**config.mk**
```make
export PLATFORM = sky130hd
export DESIGN_NAME = instruction_fetch
export DESIGN_NICKNAME = d
export VERILOG_FILES = /design/src/rtl/instruction_fetch.sv
export SDC_FILE = /design/constraint.sdc
export NUM_CORES = 1
export LEC_CHECK = 0
export BUFFER_PORTS_ARGS = -buffer_cell sky130_fd_sc_hd__clkbuf_2
export CAP_MARGIN = 20
export CORE_UTILIZATION = 45
export DETAILED_ROUTE_END_ITERATION = 12
export HOLD_SLACK_MARGIN = 0.1
export PLACE_DENSITY = 0.82
export SYNTH_ARGS = -nofsm -noshare
export SYNTH_HDL_FRONTEND = slang
export SYNTH_SLANG_ARGS = --single-unit
```
**constraint.sdc**
```tcl
create_clock -name clk -period 4.71 [get_ports clk]
set_input_delay 0.942 -clock clk [delete_from_list [all_inputs] [get_ports clk]]
set_output_delay 0.942 -clock clk [all_outputs]
set_load 0.05 [all_outputs]
```
**src/rtl/instruction_fetch.sv**
```systemverilog
// Instruction fetch: owns the PC, fetches words from imem over req/ack and hands them to
// decode over valid/ready, with redirect handling, wrong-path squash and misalignment fault.
module instruction_fetch #(
   parameter logic [31:0] RESET_PC  = 32'h0000_1000,
   parameter logic [31:0] NOP_INSTR = 32'h0000_0013
) (
   input  logic        clk,
   input  logic        reset,
   output logic        imem_req,
   output logic [31:0] imem_addr,
   input  logic        imem_ack,
   input  logic [31:0] imem_rdata,
   output logic        instr_valid,
   input  logic        instr_ready,
   output logic [31:0] instr_out,
   output logic [31:0] instr_pc,
   input  logic        redirect_valid,
   input  logic [31:0] redirect_pc,
   output logic        misaligned
);

   localparam int unsigned XLEN = 32;

   typedef enum logic [1:0] {
      S_IDLE,
      S_REQ,
      S_HOLD,
      S_FAULT
   } state_t;

   state_t            state_q, state_d;
   logic [XLEN-1:0]   pc_q, pc_d;
   logic              squash_q, squash_d;
   logic              req_d;
   logic [XLEN-1:0]   addr_d;
   logic              valid_d;
   logic [XLEN-1:0]   out_d;
   logic [XLEN-1:0]   ipc_d;
   logic              mis_d;

   logic              ack_c;
   logic              redir_ok_c;
   logic              redir_bad_c;
   logic [XLEN-1:0]   pc_inc_c;

   // An ack only counts while a request is actually outstanding.
   assign ack_c       = imem_req & imem_ack;
   assign redir_ok_c  = redirect_valid & (redirect_pc[1:0] == 2'b00);
   assign redir_bad_c = redirect_valid & (redirect_pc[1:0] != 2'b00);
   assign pc_inc_c    = pc_q + XLEN'(4);

   // Next-state and next-output logic; every registered output is computed here.
   always_comb begin
      state_d  = state_q;
      pc_d     = pc_q;
      squash_d = squash_q;
      req_d    = imem_req;
      addr_d   = imem_addr;
      valid_d  = instr_valid;
      out_d    = instr_out;
      ipc_d    = instr_pc;
      mis_d    = misaligned;

      if (state_q != S_FAULT && redir_bad_c) begin
         // Misaligned target: abandon any outstanding request and halt until reset.
         state_d  = S_FAULT;
         squash_d = 1'b0;
         req_d    = 1'b0;
         valid_d  = 1'b0;
         out_d    = NOP_INSTR;
         mis_d    = 1'b1;
      end else begin
         case (state_q)
            S_IDLE: begin
               state_d = S_REQ;
               req_d   = 1'b1;
               if (redir_ok_c) begin
                  pc_d   = redirect_pc;
                  addr_d = redirect_pc;
               end else begin
                  addr_d = pc_q;
               end
            end

            S_REQ: begin
               if (redir_ok_c) begin
                  pc_d    = redirect_pc;
                  valid_d = 1'b0;
                  out_d   = NOP_INSTR;
                  if (ack_c) begin
                     // Response arriving now is dropped directly; restart at the target.
                     squash_d = 1'b0;
                     addr_d   = redirect_pc;
                  end else begin
                     // Handshake must complete on the old address; drop its response.
                     squash_d = 1'b1;
                  end
               end else if (ack_c) begin
                  if (squash_q) begin
                     squash_d = 1'b0;
                     addr_d   = pc_q;
                  end else begin
                     state_d = S_HOLD;
                     req_d   = 1'b0;
                     valid_d = 1'b1;
                     out_d   = imem_rdata;
                     ipc_d   = pc_q;
                  end
               end
            end

            S_HOLD: begin
               if (redir_ok_c) begin
                  state_d = S_REQ;
                  pc_d    = redirect_pc;
                  req_d   = 1'b1;
                  addr_d  = redirect_pc;
                  valid_d = 1'b0;
                  out_d   = NOP_INSTR;
               end else if (instr_ready) begin
                  state_d = S_REQ;
                  pc_d    = pc_inc_c;
                  req_d   = 1'b1;
                  addr_d  = pc_inc_c;
                  valid_d = 1'b0;
                  out_d   = NOP_INSTR;
               end
            end

            S_FAULT: begin
               req_d   = 1'b0;
               valid_d = 1'b0;
               mis_d   = 1'b1;
            end

            default: begin
               state_d = S_IDLE;
            end
         endcase
      end
   end

   // State and output registers.
   always_ff @(posedge clk or posedge reset) begin
      if (reset) begin
         state_q     <= S_IDLE;
         pc_q        <= RESET_PC;
         squash_q    <= 1'b0;
         imem_req    <= 1'b0;
         imem_addr   <= RESET_PC;
         instr_valid <= 1'b0;
         instr_out   <= NOP_INSTR;
         instr_pc    <= RESET_PC;
         misaligned  <= 1'b0;
      end else begin
         state_q     <= state_d;
         pc_q        <= pc_d;
         squash_q    <= squash_d;
         imem_req    <= req_d;
         imem_addr   <= addr_d;
         instr_valid <= valid_d;
         instr_out   <= out_d;
         instr_pc    <= ipc_d;
         misaligned  <= mis_d;
      end
   end

endmodule

```
; Word level (Yosys, flattened, before mapping)
; Cells that the tools add are included.
[op_classes]
n_addsub = 1
n_eq_ne = 13
muxes = 44
n_bitwise = 6
n_reduce_logical = 21
[op_table]
columns = cell, n
row1 = two-way mux 32 bit, 13
row2 = case mux 32 bit (2 select lines), 2
row3 = case mux 32 bit (3 select lines), 1
row4 = adder 32 x 3 -> 32 bit (second input constant), 1
row5 = two-way mux 1 bit, 19
row6 = inequality test 3 bit (second input constant), 5
row7 = AND reduction 5 bit, 3
row8 = two-way mux 2 bit, 6
row9 = inequality test 4 bit (second input constant), 3
row10 = AND reduction 4 bit, 3
row11 = nonzero test 3 bit, 3
row12 = nonzero test 2 bit, 4
row13 = nonzero test 4 bit, 2
row14 = case mux 2 bit (3 select lines), 1
row15 = equality test 2 bit (second input constant), 2
row16 = logical NOT 2 bit, 2
row17 = inequality test 2 bit (second input constant), 2
row18 = case mux 1 bit (4 select lines), 1
row19 = AND 1 bit, 3
row20 = NOT 1 bit, 3
row21 = case mux 1 bit (3 select lines), 1
row22 = AND reduction 3 bit, 1
row23 = equality test 2 x 1 -> 1 bit (second input constant), 1
row24 = AND reduction 2 bit, 1
row25 = other kinds (2), 2
[word_totals]
ff_bits = 134
input_bits = 69
out_inout_bits = 99
word_cells = 94

; Longest topological paths before layout
; Gate-level depths: netlist of run 1.
[depth]
ltp_word = 5
depth_mapped = 8
mapped_depth_nobuf = 6

; Least setup slack after synthesis of run 1
; OpenSTA, ideal clock, no wires.
[synth_timing]
path_type = input -> register
startpoint = input redirect_valid
endpoint = register imem_addr[17]
setup_time_ns = 0.140
t_arrival_ns = 2.221
required_ns = 4.570
setup_slack_ns = 2.349
cell_stages = 6
path_buffers = 3
cell_sequence = buf_2 > or3b_2 > clkbuf_1 > buf_2 > nand2b_1 > o221ai_1
[synth_between]
elab_chain_cells = 4
elab_cells_between_ends = 11
cone_classes = 2 x eq/ne / 4 x mux / 3 x bitwise / 2 x reduce/logical
[synth_lines]
columns = element, line_no
row1 = from (decl), 17  ; input logic redirect_valid,
row2 = "parallel branches: the longest is 4 deep, another holds AND reduction 5 bit", n/a
row3 = to (signal assigned), 160  ; imem_addr <= addr_d;
row4 = to (decl), 10  ; output logic [31:0] imem_addr,
; Parallel ways; which one is timed is not known.
; A chain may end at the register's enable or synchronous reset.

; Final worst setup path of run 1
[layout_timing]
startpoint = input redirect_valid
endpoint = register imem_addr[22]
; Same word-level chain as after synthesis.

==> flow_metrics.py, run 1 <==
metrics = {
    "outcome": {
        "status": "complete, no violations",
    },
    "placement": {
        "io_buffers": 167,
        "dp_hpwl_um": 11100,
        "gp_congestion": 0.879,
        "dpl-instance-area_um2": 7330,
        "place_ws_ps": 1320,
    },
    "clock_tree": {
        "cts_tree": "done",
        "cts.sinks": 134,
        "postCtsSetupRepairBufs": 0,
        "root_buffer": "clkbuf_16",
        "path_clk_slew_ps": 60,
        "post_cts_resized": 0,
        "cts_max_level": 4,
        "ctsLongestPathBuffers": 2,
        "cts_buffers": 17,
        "postCtsHoldBufs": 0,
        "clk_latency_ps": 420,
    },
    "critical_path": {
        "crit_fanout": 47,
        "worstSetupEndpointType": "register",
        "reg2regPathDepth": 7,
        "r2r_end": "imem_addr[22]",
        "start_kind": "primary input",
        "cp_data_required_time_ps": 5020,
        "reg2reg_from": "state_q[1]",
        "critPathKind": "primary input to register",
        "ff2ff_setup_slack_ps": 1960,
        "arrival_ps": 3270,
    },
    "grt": {
        "grt_max_degree": 104,
        "grt_usage_pct": 22.7,
        "grt_pass1_wl_um": 25700,
        "grt_overflow": 0,
        "antenna_found_initial": 0,
        "first_global_vias": 5083,
    },
    "drt": {
        "routed.top_layer": "met4",
        "drtIter0Drc": 269,
        "firstDrtPassIters": 5,
        "wirelength_met1_um": 7100,
        "drc": 0,
        "avgRoutedWirePerCell_um": 16.2,
        "ant_nets": 0,
        "wl_met2_um": 7630,
        "vias": 5534,
        "wl_um": 16100,
        "vias_per_cell": 5.56,
        "wl_met3_um": 1210,
    },
    "power": {
        "vdd_drop_max_mv": 0.231,
        "power.density_nw_per_um2": 442,
        "p_leak_nw": 3.95,
    },
    "floorplan": {
        "start_util_pct": 46.5,
        "die_w_um": 122,
        "die_area_um2": 14900,
        "coreArea_um2": 13900,
        "ios": 168,
        "placementRows": 43,
        "die_y_um": 122,
    },
    "logic_synthesis": {
        "netlist_instances": 667,
        "synth-edff-count": 0,
        "async_flop_share_pct": 100,
        "synth_area_um2": 6480,
        "synthDominantCellAreaShare_pct": 49.4,
        "synthTopCellsByArea": "dfrtp_1, nand2_1, mux2_2",
        "ys_ff_latch": 134,
        "synth_nets": 737,
        "syn_avg_cell_area_um2": 9.71,
        "yosys_warnings": 0,
        "ys.flop_type": "dfrtp_1",
        "yosysTopAreaCell": "dfrtp_1",
        "ys_types": 59,
        "ys_seq_area_share_pct": 51.9,
    },
    "timing": {
        "setup_viol": 0,
        "rsz0062_at_grt": "no",
        "slew_headroom_pct": 37.9,
        "clock_skew_ps": 19.8,
        "worst_slack_ps": 1740,
        "slew_viol_final": 0,
        "worst_slew_pin_slew_ps": 932,
        "finalHoldViolations": 0,
        "finalSetupTns_ps": 0,
        "fin_crit_sh_pct": 63.0,
        "fin_crit_ps": 2970,
        "fmax_mhz": 337,
    },
    "cells_and_area": {
        "fin_nets": 873,
        "area_delta_synth_final_pct": 23.0,
        "num_antenna_cells": 0,
        "drive_above_1_share_pct": 30.4,
        "design_area_um2": 7970,
    },
    "hold_path": {
        "min-delay-start": "misaligned",
        "min_to": "misaligned",
        "min_path_type": "register to register",
        "holdPathStages": 1,
    },
    "job": {
        "drv_cap": 0,
    },
}
==> through the flow <==
step | cells | utilization [%] | power [mW] | hold WS (ps)
2_1_floorplan | 667 | - | 1.93 | 496
3_3_place_gp | 964 | 52.6 | 2.12 | 462
3_5_place_dp | 964 | 52.6 | 2.14 | 466
4_1_cts | 996 | 57.2 | 3.55 | 478
5_1_grt | 996 | 57.2 | 3.67 | 498
6_report | 996 | 57.2 | 3.52 | 473
==> metal layers <==
metal / up-vias / GRT usage (%)
met5: - / 0
met4: 0 / 8.26
met3: 13 / 5.48
met2: 224 / 35.9
met1: 2647 / 30.1
li1: 2650 / -
==> sequential cells by signal, summed over array words and instances (netlist names) <==
name / flops
imem_addr: 32
instr_out: 32
instr_pc: 32
pc_q: 32
state_q: 2
imem_req: 1
instr_valid: 1
misaligned: 1
squash_q: 1
==> kinds of logic after synthesis <==
family	after synthesis	synth area share [%]
simple gates	255	18.7
compound gates	163	16.3
flops	134	51.9
buf+inv	61	4.48
mux	36	6.12
xor+xnor	17	2.30
fa+ha+maj	1	0.193
==> worst max-delay path, cell delays in order <==
cell and delay (ps):
clkbuf_2 160, o21ai_0 240, o211ai_1 170, buf_4 450
a21o_2 620, buf_4 400, nor2_1 70, a22o_1 190
==> worst max path at each step <==
| stage | from | end | slack, ps | cells past startpoint |
|---|---|---|---|---|
| 6_report | redirect_valid | imem_addr[22] | 1740 | 8 |
| 5_1_grt | redirect_valid | imem_addr[22] | 1470 | 8 |
| 4_1_cts | redirect_valid | imem_addr[22] | 1720 | 8 |
| 3_5_place_dp | redirect_valid | imem_addr[22] | 1320 | 8 |
| 3_3_place_gp | redirect_valid | imem_addr[22] | 1390 | 8 |
| 2_1_floorplan | reset | imem_addr[0] | 200 | 1 |
==> cells in the final DEF (no fill, tap or decap), types with 5 or more instances in the layout <==
cell and n:
a21oi_1 17, a31oi_1 5, and2_1 6, and4_1 8
buf_4 7, clkbuf_16 17, clkbuf_2 167, dfrtp_1 128
dfstp_2 6, mux2_2 29, mux2i_1 7, nand2_1 137
nand3_1 13, nand4_1 9, nor2_1 28, nor3_1 18
nor4_1 10, o21a_1 6, o21ai_0 64, o221ai_1 6
o22a_1 6, o22ai_1 7, o31a_1 7, o31ai_1 18
xnor2_1 11, xor2_1 6
==> power breakdown <==
group,total [mW],leakage [nW],switching (mW),internal [mW]
Clock,1.41,0.308,0.467,0.942
Sequential,1.39,1.77,0.102,1.29
Combinational,0.725,1.87,0.553,0.172
==> final cells by class <==
type / count / area [um^2]
clock inverters: 7 / 141
well taps: 180 / 225
multi-input cells: 472 / 2840
fillers: 1195 / 5960
clock buffers: 25 / 495
inverters: 4 / 20.0
flip-flops and latches: 134 / 3360
repair buffers: 174 / 888
==> cells in the mapped netlist (4+ instances only) <==
master     count
nor4_1        10
mux2_2        29
nand2_1      137
o31ai_1       18
buf_4          8
a21oi_1       17
o31a_1         7
xor2_1         6
dfrtp_1      128
o221ai_1       6
o21ai_0       64
nand4_1        9
a2bb2oi_1      4
nand2b_1       4
and3_1         4
mux2i_1        7
and2_1         6
and4_1         8
nor2_1        28
o22ai_1        7
o22a_1         6
xnor2_1       11
inv_1          4
nand3_1       13
nor3_1        19
o21a_1         6
a31oi_1        5
buf_1          4
buf_2         19
clkbuf_1      25
dfstp_2        6
Power figures use the tool's default switching activity.
==> inputs of run 2 (changes only) <==
clock period = 2.55 ns   (was 4.71 ns; I/O delays follow)
==> flow_metrics.py, run 2 (synthesized netlist as in run 1, its figures left out) <==
metrics = {
    "timing": {
        "fin_crit_sh_pct": 89.4,
        "rsz0062_at_grt": "no",
        "slew_headroom_pct": 39.1,
        "setup_viol": 0,
        "fin_crit_ps": 2280,
        "worst_slew_pin_slew_ps": 913,
        "clock_skew_ps": 8.53,
        "finalHoldWorstSlack_ps": 207,
        "finalHoldViolations": 0,
        "finalSetupTns_ps": 0,
        "fmax_mhz": 439,
        "slew_viol_final": 0,
    },
    "placement": {
        "io_buffers": 167,
        "dp_hpwl_um": 11400,
        "gp_congestion": 0.855,
    },
    "floorplan": {
        "ios": 168,
        "start_util_pct": 46.5,
        "die_y_um": 122,
        "die_w_um": 122,
        "coreArea_um2": 13900,
        "placementRows": 43,
        "die_area_um2": 14900,
    },
    "clock_tree": {
        "path_clk_slew_ps": 60,
        "cts_buffers": 17,
        "clk_latency_ps": 420,
        "postCtsSetupRepairBufs": 0,
        "post_cts_resized": 0,
        "root_buffer": "clkbuf_16",
        "cts_tree": "done",
        "postCtsHoldBufs": 0,
        "cts_max_level": 4,
        "cts.sinks": 134,
        "ctsLongestPathBuffers": 2,
    },
    "power": {
        "p_leak_nw": 4.03,
        "vdd_drop_max_mv": 0.442,
        "power.density_nw_per_um2": 837,
    },
    "critical_path": {
        "cp_data_required_time_ps": 2830,
        "worstSetupEndpointType": "register",
        "crit_family": "simple AND/OR/NAND/NOR gates",
        "slowest_delay_ps": 530,
        "arrival_ps": 2560,
        "reg2reg_from": "pc_q[4]",
        "crit_chain": "and4_1 > nand4_2 > buf_4 > o21a_1 > nor3_1 > o31ai_1",
        "worst_path_max_delay_cell": "and4_1",
        "crit_fanout": 13,
        "critPathKind": "register to register",
        "crit_start": "pc_q[4]",
        "path_buf_inv": 1,
        "start_kind": "register",
    },
    "drt": {
        "ant_nets": 0,
        "avgRoutedWirePerCell_um": 16.5,
        "drtIter0Drc": 328,
        "vias_per_cell": 5.58,
        "firstDrtPassIters": 5,
        "drc": 0,
        "wl_um": 16600,
        "vias": 5634,
    },
    "cells_and_area": {
        "layout_commonest_cell": "clkbuf_2",
        "num_antenna_cells": 0,
        "area_delta_synth_final_pct": 25.6,
        "fin_nets": 886,
        "final_cell_mix": "clkbuf_2, nand2_1, dfrtp_1",
        "drive_above_1_share_pct": 31.8,
    },
    "grt": {
        "grt_overflow": 0,
        "grt_max_degree": 89,
        "first_global_vias": 5073,
        "antenna_found_initial": 0,
        "grt_pass1_wl_um": 26200,
        "grt_usage_pct": 23.0,
    },
    "hold_path": {
        "min_path_type": "primary input to async pin",
    },
    "outcome": {
        "status": "complete, no violations",
    },
    "job": {
        "drv_cap": 0,
    },
}
## run 2: worst paths after layout
kind                                 end  slack [ps]  depth (start not counted)
max                        imem_addr[15]         270                          6
min                         instr_out[2]         210                          3
max reg2reg                imem_addr[15]         270                          6
min reg2reg                   misaligned         470                          1
max in group asynchronous   instr_pc[28]        1850                          3
min in group clk           instr_out[30]         320                          3
## run 2: tightest hold or removal path, stage by stage
cell and delay [ps]:
clkbuf_2 100, clkinvlp_4 90, buf_12 360
## run 2: area by class of cell
cell class / count / area (um^2)
clock buffers: 19 / 443
multi-input cells: 472 / 2840
fillers: 1226 / 5800
inverters: 4 / 18.8
flip-flops and latches: 134 / 3360
well taps: 180 / 225
clock inverters: 13 / 251
repair buffers: 187 / 998
## run 2: per-layer routing
metal | part of all wire [%] | GRT usage [%]
met5 | 0 | 0
met4 | 1.8 | 8.72
met3 | 7.6 | 5.15
met2 | 46 | 35.8
met1 | 44 | 31.1
## run 2: through the flow
stage                     utilization (%)  instance area [um^2]  cells  power (mW)  setup WS, ps
final                                58.4                  8140   1009        6.81           270
after global routing                 58.4                  8140   1009        7.07           153
after CTS                            58.4                  8140   1009        6.85           303
after detailed placement             53.4                  7440    977        3.96           350
after global placement               53.4                  7440    977        3.93           390
after floorplan                         -                  6480    667        3.57           380
## run 2: power breakdown
group          switching, mW  total (mW)  internal (mW)
logic                   1.03        1.36          0.327
registers              0.183        2.56           2.38
clock network          0.935        2.89           1.96
